$ cat src/rtl/c2c_mem_arbiter.sv
`timescale 1ns/1ps
// Merges instruction-read, data-read and data-write c2c masters onto one memory port, one transaction at a time.
// Strobe one cycle after a request is seen in IDLE; port ack is mem_ack itself; masters wait (hold request) until acked.
module c2c_mem_arbiter #(
  parameter int XLEN = 32
) (
  input  logic              clk,
  input  logic              reset_n,
  input  logic              instr_re,
  input  logic [XLEN/8-1:0] instr_sel,
  input  logic [XLEN-1:0]   instr_addr,
  output logic              instr_ack,
  output logic [31:0]       instr_data,
  input  logic              dr_re,
  input  logic [XLEN/8-1:0] dr_sel,
  input  logic [XLEN-1:0]   dr_addr,
  output logic              dr_ack,
  output logic [XLEN-1:0]   dr_data,
  input  logic              dw_we,
  input  logic [XLEN/8-1:0] dw_sel,
  input  logic [XLEN-1:0]   dw_addr,
  input  logic [XLEN-1:0]   dw_data,
  output logic              dw_ack,
  output logic              mem_re,
  output logic              mem_we,
  output logic [XLEN/8-1:0] mem_sel,
  output logic [XLEN-1:0]   mem_addr,
  output logic [XLEN-1:0]   mem_wdata,
  input  logic              mem_ack,
  input  logic [XLEN-1:0]   mem_rdata
);

  typedef enum logic [1:0] {IDLE, GNT_I, GNT_DR, GNT_DW} state_t;

  state_t            state_q, state_d;
  logic              prio_i_q, prio_i_d;
  logic              mem_re_q, mem_re_d;
  logic              mem_we_q, mem_we_d;
  logic [XLEN/8-1:0] mem_sel_q, mem_sel_d;
  logic [XLEN-1:0]   mem_addr_q, mem_addr_d;
  logic [XLEN-1:0]   mem_wdata_q, mem_wdata_d;
  logic              grant_i;

  // Fetch wins when it is owed a turn, or when no data traffic competes.
  assign grant_i = instr_re && (prio_i_q || !(dw_we || dr_re));

  always_ff @(posedge clk or negedge reset_n) begin
    if (!reset_n) begin
      state_q     <= IDLE;
      prio_i_q    <= 1'b0;
      mem_re_q    <= 1'b0;
      mem_we_q    <= 1'b0;
      mem_sel_q   <= '0;
      mem_addr_q  <= '0;
      mem_wdata_q <= '0;
    end else begin
      state_q     <= state_d;
      prio_i_q    <= prio_i_d;
      mem_re_q    <= mem_re_d;
      mem_we_q    <= mem_we_d;
      mem_sel_q   <= mem_sel_d;
      mem_addr_q  <= mem_addr_d;
      mem_wdata_q <= mem_wdata_d;
    end
  end

  always_comb begin
    state_d     = state_q;
    prio_i_d    = prio_i_q;
    mem_re_d    = mem_re_q;
    mem_we_d    = mem_we_q;
    mem_sel_d   = mem_sel_q;
    mem_addr_d  = mem_addr_q;
    mem_wdata_d = mem_wdata_q;
    case (state_q)
      IDLE: begin
        if (grant_i) begin
          state_d    = GNT_I;
          prio_i_d   = 1'b0;
          mem_re_d   = 1'b1;
          mem_sel_d  = instr_sel;
          mem_addr_d = instr_addr;
        end else if (dw_we) begin
          state_d     = GNT_DW;
          prio_i_d    = 1'b1;
          mem_we_d    = 1'b1;
          mem_sel_d   = dw_sel;
          mem_addr_d  = dw_addr;
          mem_wdata_d = dw_data;
        end else if (dr_re) begin
          state_d    = GNT_DR;
          prio_i_d   = 1'b1;
          mem_re_d   = 1'b1;
          mem_sel_d  = dr_sel;
          mem_addr_d = dr_addr;
        end
      end
      GNT_I, GNT_DR, GNT_DW: begin
        if (mem_ack) begin
          state_d  = IDLE;
          mem_re_d = 1'b0;
          mem_we_d = 1'b0;
        end
      end
      default: state_d = IDLE;
    endcase
  end

  assign mem_re    = mem_re_q;
  assign mem_we    = mem_we_q;
  assign mem_sel   = mem_sel_q;
  assign mem_addr  = mem_addr_q;
  assign mem_wdata = mem_wdata_q;

  assign instr_ack  = (state_q == GNT_I)  && mem_ack;
  assign dr_ack     = (state_q == GNT_DR) && mem_ack;
  assign dw_ack     = (state_q == GNT_DW) && mem_ack;
  assign instr_data = instr_ack ? mem_rdata[31:0] : 32'h0;
  assign dr_data    = dr_ack ? mem_rdata : '0;

endmodule

$ cat config.mk
export PLATFORM = sky130hd
export DESIGN_NAME = c2c_mem_arbiter
export DESIGN_NICKNAME = d
export VERILOG_FILES = /design/src/rtl/c2c_mem_arbiter.sv
export SDC_FILE = /design/constraint.sdc
export NUM_CORES = 1
export LEC_CHECK = 0
export CORE_ASPECT_RATIO = 0.9
export CORE_MARGIN = 10
export CORE_UTILIZATION = 37
export CTS_CLUSTER_DIAMETER = 80
export DETAILED_ROUTE_END_ITERATION = 16
export GPL_TIMING_DRIVEN = 0
export PLACE_DENSITY = 0.86
export SLEW_MARGIN = 10
export SYNTH_ARGS = -nofsm -noshare
export SYNTH_HDL_FRONTEND = slang
export SYNTH_SLANG_ARGS = --single-unit
$ cat constraint.sdc
create_clock -name clk -period 2.3 [get_ports clk]
set_clock_uncertainty 0.15 [all_clocks]
set_input_delay 0.345 -clock clk [delete_from_list [all_inputs] [get_ports clk]]
set_output_delay 0.345 -clock clk [all_outputs]
set_load 0.02 [all_outputs]
# After elaboration in Yosys (flattened, before gate mapping)
# Index checks and enable logic that the tools add are counted.
# W data, S select, Z words.
[totals]
regBits = 73
wordCells = 55
inputBits = 178
out_inout_bits = 137
[op_classes]
bitwise = 1
n_reduce_logical = 15
n_eq_ne = 9
n_mux = 23
[op_table]
columns = ["op", "count"]
rows = [
  ["$mux W32", 5],
  ["$mux W4", 3],
  ["$reduce_and A3 Y1", 3],
  ["$mux W1", 8],
  ["$mux W2", 4],
  ["$ne A2 B2 Y1 const B", 3],
  ["$ne A3 B3 Y1 const B", 2],
  ["$eq A2 B2 Y1 const B", 2],
  ["$logic_and A1 B1 Y1", 4],
  ["$ne A4 B4 Y1 const B", 1],
  ["$pmux W1 S2", 2],
  ["$pmux W2 S2", 1],
  ["$reduce_and A2 Y1", 2],
  ["$reduce_bool A3 Y1", 1],
  ["$reduce_or A3 Y1", 1],
  ["$eq A2 B1 Y1 const B", 1],
  ["$logic_not A2 Y1", 1],
  ["$logic_or A1 B1 Y1", 2],
  ["$logic_not A1 Y1", 1],
  ["$not A1 Y1", 1],
]

# Longest topological paths before layout
# Gate-level depths: netlist of the first run.
[depth]
depth_word = 6
ltp_mapped = 6

# Worst setup path after synthesis of the first run
# Ideal clock, no wire load.
[synth_timing]
path_kind = "register to output"
startpoint = "register state_q[1]"
endpoint = "output port instr_data[22]"
stages_incl_launch_ff = 5
n_path_buf = 1
arrival_ns = 1.278
path_slack_ns = 0.527
path_cell_list = "dfrtp_1 inv_1 and3_1 clkbuf_1 and2_1"
[synth_via]
elab_chain_len = 3
[synth_lines]
columns = ["item", "line", "text"]
rows = [
  ["from (decl)", "35", "state_t state_q, state_d;"],
  ["from (signal assigned)", "57", "state_q <= state_d;"],
  ["$eq A2 B1 Y1", "115", "assign instr_ack = (state_q == GNT_I) && mem_ack;"],
  ["$logic_and A1 B1 Y1", "115", ""],
  ["via instr_ack", "12", "output logic instr_ack,"],
  ["$mux W32", "118", "assign instr_data = instr_ack ? mem_rdata[31:0] : 32'h0;"],
  ["to (decl)", "13", "output logic [31:0] instr_data,"],
]
# The timed path passes the listed nets, and every way through them passes these cells.

# Final worst setup path of the first run
[layout_timing]
startpoint = "register state_q[1]"
endpoint = "output port dr_data[27]"
[layout_via]
elab_chain_len = 3
[layout_lines]
columns = ["item", "line", "text"]
rows = [
  ["$eq A2 B2 Y1", "116", "assign dr_ack = (state_q == GNT_DR) && mem_ack;"],
  ["$logic_and A1 B1 Y1", "116", ""],
  ["$mux W32", "119", "assign dr_data = dr_ack ? mem_rdata : '0;"],
  ["to (decl)", "18", "output logic [XLEN-1:0] dr_data,"],
]
# Every way passes these cells.

==> results of run 1 <==
power by group through the flow:
stage                     Combinational [mW]  Clock (mW)  Sequential [mW]
after detailed placement                5.12           0             2.30
after global routing                    5.28        1.52             2.37
after floorplan                         1.80           0             3.03
after CTS                               5.04        1.46             2.28
after global placement                  5.00           0             2.25
final                                   4.97        1.44             2.28
routing by layer:
layer	track usage, %	share of wire [%]
met1	24.2	36
met2	45.4	53
met3	9.14	8.3
met4	7.76	2.6
met5	0	0.063
cell families after synthesis:
logic type,after synthesis
AND/OR/NAND/NOR,150
AO/OA/AOI/OAI,117
flip-flops,73
buffers and inverters,49
multiplexers,32
flip-flops by register name, summed over array words and instances (netlist names):
register and flops:
mem_we 1, mem_sel 4, prio_i_q 1, mem_wdata 32, mem_re 1, mem_addr 32
state_q 2
cell type report:
type	count	area (um2)
Clock buffer	11	243
Inverter	4	15.0
Buffer	45	250
Multi-Input combinational cell	299	2180
Clock inverter	5	62.6
Sequential cell	73	1830
Tap cell	156	195
Fill cell	909	3680
Timing Repair Buffer	315	2880
critical path: cells and delay by family, from the launching register on:
kind                   cells  cell delay, ps
buffers and inverters      2             510
flip-flops                 1             380
AND/OR/NAND/NOR            3             420
how the worst min path moves through the flow:
stage	end	slack [ps]	cells after the start
after global placement	mem_we$_DFFE_PN0P_	320	1
after CTS	mem_addr[11]$_DFFE_PN0P_	310	2
after detailed placement	mem_addr[11]$_DFFE_PN0P_	120	1
final	mem_addr[11]$_DFFE_PN0P_	310	2
after global routing	mem_addr[11]$_DFFE_PN0P_	340	2
after floorplan	mem_addr[0]$_DFFE_PN0P_	-100	0
stage by stage:
step | area (um2) | setup TNS [ps] | power [mW] | util, % | setup slack, ps
floorplan | 4260 | 0 | 4.82 | - | 527
global placement | 7580 | -162970 | 7.25 | 66.9 | -1720
detailed placement | 7610 | -40340 | 7.42 | 67.1 | -753
CTS | 7860 | 0 | 8.78 | 69.3 | 12.2
global route | 7660 | 0 | 9.17 | 67.5 | 3.91
finish | 7660 | 0 | 8.69 | 67.5 | 157
layout by cell type (no fill, tap or decap), types with 2 or more instances in the layout:
cell type,instances
a221oi_1,37
and2_1,65
buf_2,17
buf_4,6
buf_6,4
clkbuf_1,14
clkbuf_16,9
clkbuf_2,58
clkbuf_4,2
clkdlybuf4s15_1,3
clkdlybuf4s50_1,244
clkinvlp_4,2
dfrtp_1,73
dlygate4sd2_1,9
inv_1,4
mux2_2,32
nand2_1,3
nor2_1,4
nor2b_1,36
nor3b_1,36
o21ai_0,36
o22ai_1,3
o31ai_1,36
repair_timing:
action	in CTS	in global routing
gates cloned	0	0
hold buffers	1	0
endpoints found under the hold margin	23	0
resized for setup	76	119
setup endpoints to repair	67	59
==> impl_results.md, run 1 <==
* Status: complete, no violations
* Sequential Power Share at 26.2%
* FF+latch count, synth at 73
* Commonest cells post-synth: dfrtp_1 (73), and2_1 (65), a221oi_1 (37)
* Clock transition at path regs at 60 ps
* Core ar. at around 11,000 um2
* Post-Syn Area at 4260 um2
* Fmax at 0.467 GHz
* Asr flop ratio synth at 100%
* CTS Root Cell: clkbuf_16
* MaxCap Viol Count at 0
* Yosys top cell by area: dfrtp_1
* DRT antenna net count at 0
* R2R Setup Slk at approximately 470 ps
* CP cell instances: nand2_1, nor2_4, clkbuf_4, and2_1, clkdlybuf4s15_1
* Most common cell in the synthesized netlist: dfrtp_1
* 1st-iter DRT viols at 297
* Switching power at ~3.5 mW
* DRC errors left at 0
* Switching share of total power at 40.8%
* IO buf count at 313
* Syn. warnings at 0
* Detailed Routing Iterations Pass 1 at 5
* Via Count at 4,743
* R2r worst-path depth at 5
* Seq/Total Area, Yosys at a little over two fifths
* # diodes at 0
* Vias in the first global route at ~5,100
* H-tree depth at 3
* Antenna violations before repair at 1
* Wire length of the first global-routing pass at 30,400 um
* WS Path Type: reg2out
* XOR/XNOR Fraction of Synth Area at 0%
* CTS max path bufs at 2
* Height of the die at approximately 120 um
* Pwr dens at 1130 nW/um2
* Clk_lat worst skew at between 300 and 400 ps
* Share of the synthesized area in the top cell type at 42.9%
* Die Wd at 133 um
* Worst hold path class: in2async
* Final wirelength at between 20,000 and 25,000 um
* Starting Density at 37.5%
* Slew Limit Fails at 0
* Final Hold Fails at 0
* RSZ-0062 raised after global routing: false
* Hold Slack at 312 ps
* Post-synthesis mux area share at 8.47%
* Row count at 37
* Full die area at 16,200 um2
* Syn Nets at 599
* Gpl congestion at approximately 0.84
* # Post-CTS Setup Buffers at 0
* EDFF count, synth at 0
* Worst reg2reg startpoint: prio_i_q$_DFFE_PN0P_
* Placed insts at slightly below 900
* Leakage dissipation at 3.21 nW
* Largest family of logic cells by synthesized area: simple AND/OR/NAND/NOR gates
* Critical Path End: dr_data[27]
* Critical Path RT at 1800 ps
* Post-synth cell types at 27
* Worst-Margin Slew at ~500 ps
* Ys flop type: dfrtp_1
* Reg2reg end: mem_addr[30]$_DFFE_PN0P_
* CTS tree: built
* Share of cells above drive strength 1 at 19.0%
* Clock power frac at 16.5%
* Fin crit share at 93.2%
* Worst ir drop on vdd at between 500 and 600 uV
* Total CTS buffers at 9
* Crit path DAT at 1650 ps
* Synth top area cells: dfrtp_1 (43%), and2_1 (9.6%), mux2_2 (8.5%), a221oi_1 (7.6%), nor3b_1 (6.4%)
* Post-synthesis compound-gate area fraction at approximately a fifth
* Routed vias/inst at around 5.2
* Post-synthesis adder-cell area fraction at 0%
* Worst relative slew slack at 66.4%
* Avg Cell Area, Syn at 10.1 um2
* Finish-stage setup viols at 0
* Combinational share of power at 57.2%
* Largest net degree at the start of global routing at 51
* Global-route usage over all layers at between 20% and 30%
* Slowest cell delay on critical path at 380 ps
* CP max stage cell: dfrtp_1
* WL per Instance at 22.6 um
* Dpl hpwl at 16,800 um
* Internal Power at 5.15 mW
* Post-route insts no fill at 908
* Synth Area in Simple Gates at 23.0%
* GRT overflow at 0
* Synth Instances at 421
* Critical Path Sink Type: output port
* Fin nets at between 900 and 1,000
* Clock Sinks at 73
* Startpoint types: flop
* Final min period at around 2100 ps
* Area Overhead vs Synth at 80.0%
* Num ports at 315
* CP max FO at 10
* Crit. Startpoint: state_q[1]$_DFFE_PN0P_
Note: power is estimated with default switching activity, not from simulation.
==> inputs of run 2 (changes only) <==
Settings changed: HOLD_SLACK_MARGIN from default to 0.05, SLEW_MARGIN 10 to default.
==> run 2 against run 1 <==
  * Cell area is 0.70% higher
  * Fmax fell by 2.0%
  * Via count increased by 0.13%
  * Die area stayed put
  * Hold slack improved by 23 ps
  * Clock power rose by 6%
  * Critical endpoint is now dr_data[9]
==> impl_results.md, run 2 (same netlist as run 1, synthesis figures left out) <==
* Gpl congestion at 0.841
* Antenna violations before repair at 1
* Largest net degree at the start of global routing at 74
* Most common cell after layout, fill and taps aside: clkdlybuf4s50_1
* Final min period at 2190 ps
* Internal Power at 5.23 mW
* Total CTS buffers at 9
* Wire length of the first global-routing pass at 29,800 um
* Worst ir drop on vdd at 498 uV
* Area Overhead vs Synth at 81.3%
* Final Hold Fails at 0
* CTS Root Cell: clkbuf_16
* CTS max path bufs at 2
* Startpoint types: flop
* Slew Limit Fails at 0
* RSZ-0062 raised after global routing: false
* DRC errors left at 0
* Multi-input logic area at 2180 um2
* Routed vias/inst at 5.24
* Vias in the first global route at 5,023
* CP max FO at 10
* H-tree depth at 3
* Fin crit share at 95.1%
* Pwr Total at approximately 9 mW
* Core ar. at 11,300 um2
* Most frequent cells in the layout: clkdlybuf4s50_1 (244), dfrtp_1 (73), and2_1 (65)
* Final wirelength at 20,300 um
* Worst relative slew slack at 37.3%
* MaxCap Viol Count at 0
* CTS tree: built
* WS Path Type: reg2out
* Clk_lat worst skew at 330 ps
* Fillcell total at 912
* Full die area at 16,200 um2
* Clock power frac at between 10% and 20%
* Pwr dens at about 1100 nW/um2
* Switching share of total power at 40.3%
* Worst hold path class: reg2reg
* Worst-Margin Slew at 940 ps
* WL per Instance at 22.4 um
* Finish-stage setup viols at 0
* Crit path DAT at 1690 ps
* Via Count at 4,749
* Critical Path RT at 1800 ps
* Reg area at 1830 um2
* Clock Sinks at 73
* Fin nets at 924
* Num ports at 315
* Combinational share of power at 56.7%
* Hold Slack at 335 ps
* Clock transition at path regs at about 60 ps
* GRT overflow at 0
* 1st-iter DRT viols at 243
* Fmax at 0.457 GHz
* Switching power at ~3.5 mW
* Status: complete, no violations
* Sequential Power Share at 26.0%
* Utilization after layout at 68.0%
* Die Wd at 133 um
* Height of the die at 122 um
* Detailed Routing Iterations Pass 1 at 4
* DRT antenna net count at 0
* Global-route usage over all layers at 23.8%
* Share of cells above drive strength 1 at 17.0%
* Row count at 37
* # Post-CTS Setup Buffers at 0
* # diodes at 0
* IO buf count at 313
* Post-route cell area at just under 8000 um2
* Starting Density at 37.5%
* Dpl hpwl at about 17,000 um
* Leakage dissipation at approximately 3.2 nW
* Critical Path Sink Type: output port
* Cell Area, Placed at 7580 um2
==> run 2: critical path, stage by stage, from the launching register on <==
cell,delay [ps]
dfrtp_1,370
nand2_1,110
nor2_4,170
clkbuf_2,220
and2_1,140
clkdlybuf4s15_1,340
==> run 2: per-stage QoR <==
step | instances | setup TNS [ps] | setup WS (ps)
after global routing | 907 | 0 | 1.34
after floorplan | 421 | 0 | 527
after detailed placement | 890 | -40510 | -754
after global placement | 890 | -162970 | -1720
after CTS | 907 | 0 | 6.28
final | 907 | 0 | 112
==> run 2: path summary, 6_finish.rpt <==
kind,start,to,slack (ps),depth (start not counted)
setup reg to reg,prio_i_q$_DFFE_PN0P_,mem_addr[30]$_DFFE_PN0P_,570,5
hold reg to reg,mem_we$_DFFE_PN0P_,mem_we$_DFFE_PN0P_,330,1
setup / recovery,state_q[1]$_DFFE_PN0P_,dr_data[9],110,5
max in group asynchronous,reset_n,mem_wdata[21]$_DFFE_PN0P_,830,2
hold / removal,mem_we$_DFFE_PN0P_,mem_we$_DFFE_PN0P_,330,1
min in group asynchronous,reset_n,mem_addr[11]$_DFFE_PN0P_,550,2
==> run 2: power by group through the flow <==
stage / registers (mW) / clock network (mW) / logic, mW
final: 2.27 / 1.52 / 4.97
after global routing: 2.37 / 1.61 / 5.26
after CTS: 2.28 / 1.54 / 5.03
after detailed placement: 2.29 / 0 / 5.12
after global placement: 2.25 / 0 / 5.00
after floorplan: 3.03 / 0 / 1.80
==> run 2: cell type report <==
type	count	share of cell area [%]
Sequential cell	73	23.7
Timing Repair Buffer	314	38.0
Tap cell	156	2.53
Inverter	4	0.195
Multi-Input combinational cell	299	28.3
Clock buffer	10	2.97
Clock inverter	6	1.17
Buffer	45	3.18
==> run 2: metal layers <==
| metal | wire [um] | part of all wire [%] | GRT usage [%] | vias to the layer above |
|---|---|---|---|---|
| met3 | 1870 | 9.2 | 10.2 | 30 |
| met1 | 7170 | 35 | 23.7 | 2292 |
| met4 | 444 | 2.2 | 6.52 | 2 |
| met5 | 13 | 0.064 | 0 | - |
| li1 | - | - | - | 2187 |
| met2 | 10800 | 53 | 44.7 | 238 |
==> run 2: timing repair <==
item	4_1_cts	5_1_grt
resized for setup	78	95
endpoints found under the setup margin	67	55
pin swaps	0	0
hold buffers	1	0
hold endpoints to repair	59	0
==> inputs of run 3 (changes only) <==
Settings changed: CORE_AREA from default to 2 2 121 123, CORE_ASPECT_RATIO 0.9 to default, CORE_MARGIN 10 to default, CORE_UTILIZATION 37 to default, DIE_AREA from default to 0 0 123 125, PLACE_DENSITY 0.86 to 0.73.
==> run 3 against run 2 <==
  * Utilization is 12 points lower
  * Critical path depth stayed put
  * Cell count is 3.2% higher
  * Cell area is 2.8% higher
  * Critical endpoint is now instr_data[27]
  * Largest cell class unchanged
==> impl_results.md, run 3 (same netlist as run 1, synthesis figures left out) <==
* Status: complete, no violations
* Reg2reg end: mem_addr[30]$_DFFE_PN0P_
* H-tree depth at 3
* MaxCap Viol Count at 0
* Vias in the first global route at 4,758
* Full die area at approximately 15,000 um2
* Finish-stage setup viols at 0
* IO buf count at 313
* Cell Area, Placed at ~7600 um2
* # Post-CTS Setup Buffers at 0
* Post-route insts no fill at 936
* Internal Power at 5.28 mW
* WS Path Type: reg2out
* Total CTS buffers at 9
* Critical path depth in cells at 5
* Critical Path RT at 1800 ps
* Gpl congestion at 0.865
* Fmax at around 0.45 GHz
* Final Hold Fails at 0
* Crit. Startpoint: state_q[1]$_DFFE_PN0P_
* Wire length of the first global-routing pass at 25,600 um
* Cell family with most CP delay: buffers and inverters
* Routed vias/inst at 4.93
* R2r worst-path depth at 5
* Clock Sinks at 73
* Final wirelength at ~17,000 um
* Worst slack, placed at -775 ps
* Clock transition at path regs at 60 ps
* WL per Instance at 18.0 um
* Num ports at roughly 320
* Largest net degree at the start of global routing at 74
* Final min period at 2200 ps
* DRC errors left at 0
* Switching power at 3.41 mW
* Core ar. at 14,200 um2
* Slew Limit Fails at 0
* CTS tree: built
* Worst ir drop on vdd at about 450 uV
* Startpoint types: flop
* Height of the die at 125 um
* Starting Density at 30.0%
* R2R Setup Slk at 560 ps
* Clock power frac at 17.7%
* Share of cells above drive strength 1 at 12.0%
* Clk_lat worst skew at 330 ps
* CP max stage cell: dfrtp_1
* Slowest cell delay on critical path at roughly 400 ps
* Area Overhead vs Synth at 86.4%
* 1st-iter DRT viols at 247
* Post-route cell area at roughly 8000 um2
* Antenna violations before repair at 1
* Hold depth at 2
* Detailed Routing Iterations Pass 1 at 4
* Combinational share of power at 56.0%
* Pwr dens at roughly 1100 nW/um2
* Hold Slack at 319 ps
* CP cell instances: inv_1, and3_4, clkbuf_2, and2_1, dlygate4sd2_1
* Utilization after layout at 55.8%
* Placed insts at 918
* Leakage dissipation at roughly 3.4 nW
* RSZ-0062 raised after global routing: false
* Most frequent cells in the layout: clkdlybuf4s50_1 (245), dfrtp_1 (72), and2_1 (65)
* Row count at 44
* CP max FO at 10
* Worst relative slew slack at 38.0%
* Global-route usage over all layers at 21.3%
* Die Wd at roughly 120 um
* CTS Root Cell: clkbuf_16
* Worst reg2reg startpoint: prio_i_q$_DFFE_PN0P_
* Via Count at 4,618
* Worst hold path class: in2reg
* Critical Path End: instr_data[27]
* Fin crit share at about 96%
* Critical Path Sink Type: output port
* Fillcell total at 1,324
* DRT antenna net count at 0
* Most common cell after layout, fill and taps aside: clkdlybuf4s50_1
* PnR worst setup slack at around 100 ps
* CTS max path bufs at 2
* GRT overflow at 0
* Fin nets at 924
* Switching share of total power at 39.2%
* Dpl hpwl at 13,400 um
* WP buf/inv at 3
* Sequential Power Share at 26.3%
* Crit path DAT at 1700 ps
* Worst-Margin Slew at 930 ps
run 3: worst min path at each step:
stage / startpoint / endpoint / slack [ps]
after floorplan: reset_n / mem_addr[0]$_DFFE_PN0P_ / -100
after global placement: mem_we$_DFFE_PN0P_ / mem_we$_DFFE_PN0P_ / 330
after detailed placement: mem_we$_DFFE_PN0P_ / mem_we$_DFFE_PN0P_ / 340
after CTS: dw_we / mem_addr[0]$_DFFE_PN0P_ / 340
after global routing: mem_ack / state_q[0]$_DFFE_PN0P_ / 360
final: mem_ack / state_q[1]$_DFFE_PN0P_ / 320
run 3: worst register-to-register path, cell delays in order (launching register included):
cell,delay [ps]
dfrtp_1,410
o21bai_2,220
buf_4,190
buf_4,180
a221oi_1,350
o31ai_1,120
run 3: timing repair:
item,in CTS,in global routing
gates resized for setup,74,26
setup endpoints to repair,67,30
hold endpoints to repair,61,0
hold buffers,1,0
run 3: final cells by class:
| cell class | count | area (um2) | share of cell area [%] |
|---|---|---|---|
| buffer | 45 | 250 | 3.15 |
| clock buffer | 9 | 225 | 2.84 |
| sequential | 73 | 1830 | 23.0 |
| inverter | 4 | 15.0 | 0.189 |
| timing repair buffer | 314 | 3090 | 39.0 |
| clock inverter | 7 | 100 | 1.26 |
| tap | 184 | 230 | 2.90 |
| multi-input combinational | 299 | 2190 | 27.6 |
| antenna | 1 | 2.50 | 0.0315 |
run 3: power by group through the flow:
| stage | combinational, mW | sequential [mW] | clock [mW] |
|---|---|---|---|
| 3_5_place_dp | 4.99 | 2.30 | 0 |
| 4_1_cts | 4.91 | 2.29 | 1.56 |
| 5_1_grt | 5.21 | 2.36 | 1.62 |
| 3_3_place_gp | 4.91 | 2.27 | 0 |
| 2_1_floorplan | 1.80 | 3.03 | 0 |
| 6_report | 4.87 | 2.29 | 1.53 |
run 3: through the flow:
| stage | setup TNS, ps | total power, mW |
|---|---|---|
| global placement | -164790 | 7.17 |
| global route | 0 | 9.19 |
| CTS | 0 | 8.75 |
| finish | 0 | 8.68 |
| detailed placement | -40480 | 7.28 |
| floorplan | 0 | 4.82 |
run 3: metal layers:
metal / routed length, um / GRT usage [%]
met5: 0 / 0
met1: 6580 / 24.3
met4: 360 / 6.68
met2: 8340 / 37.3
met3: 1610 / 6.93
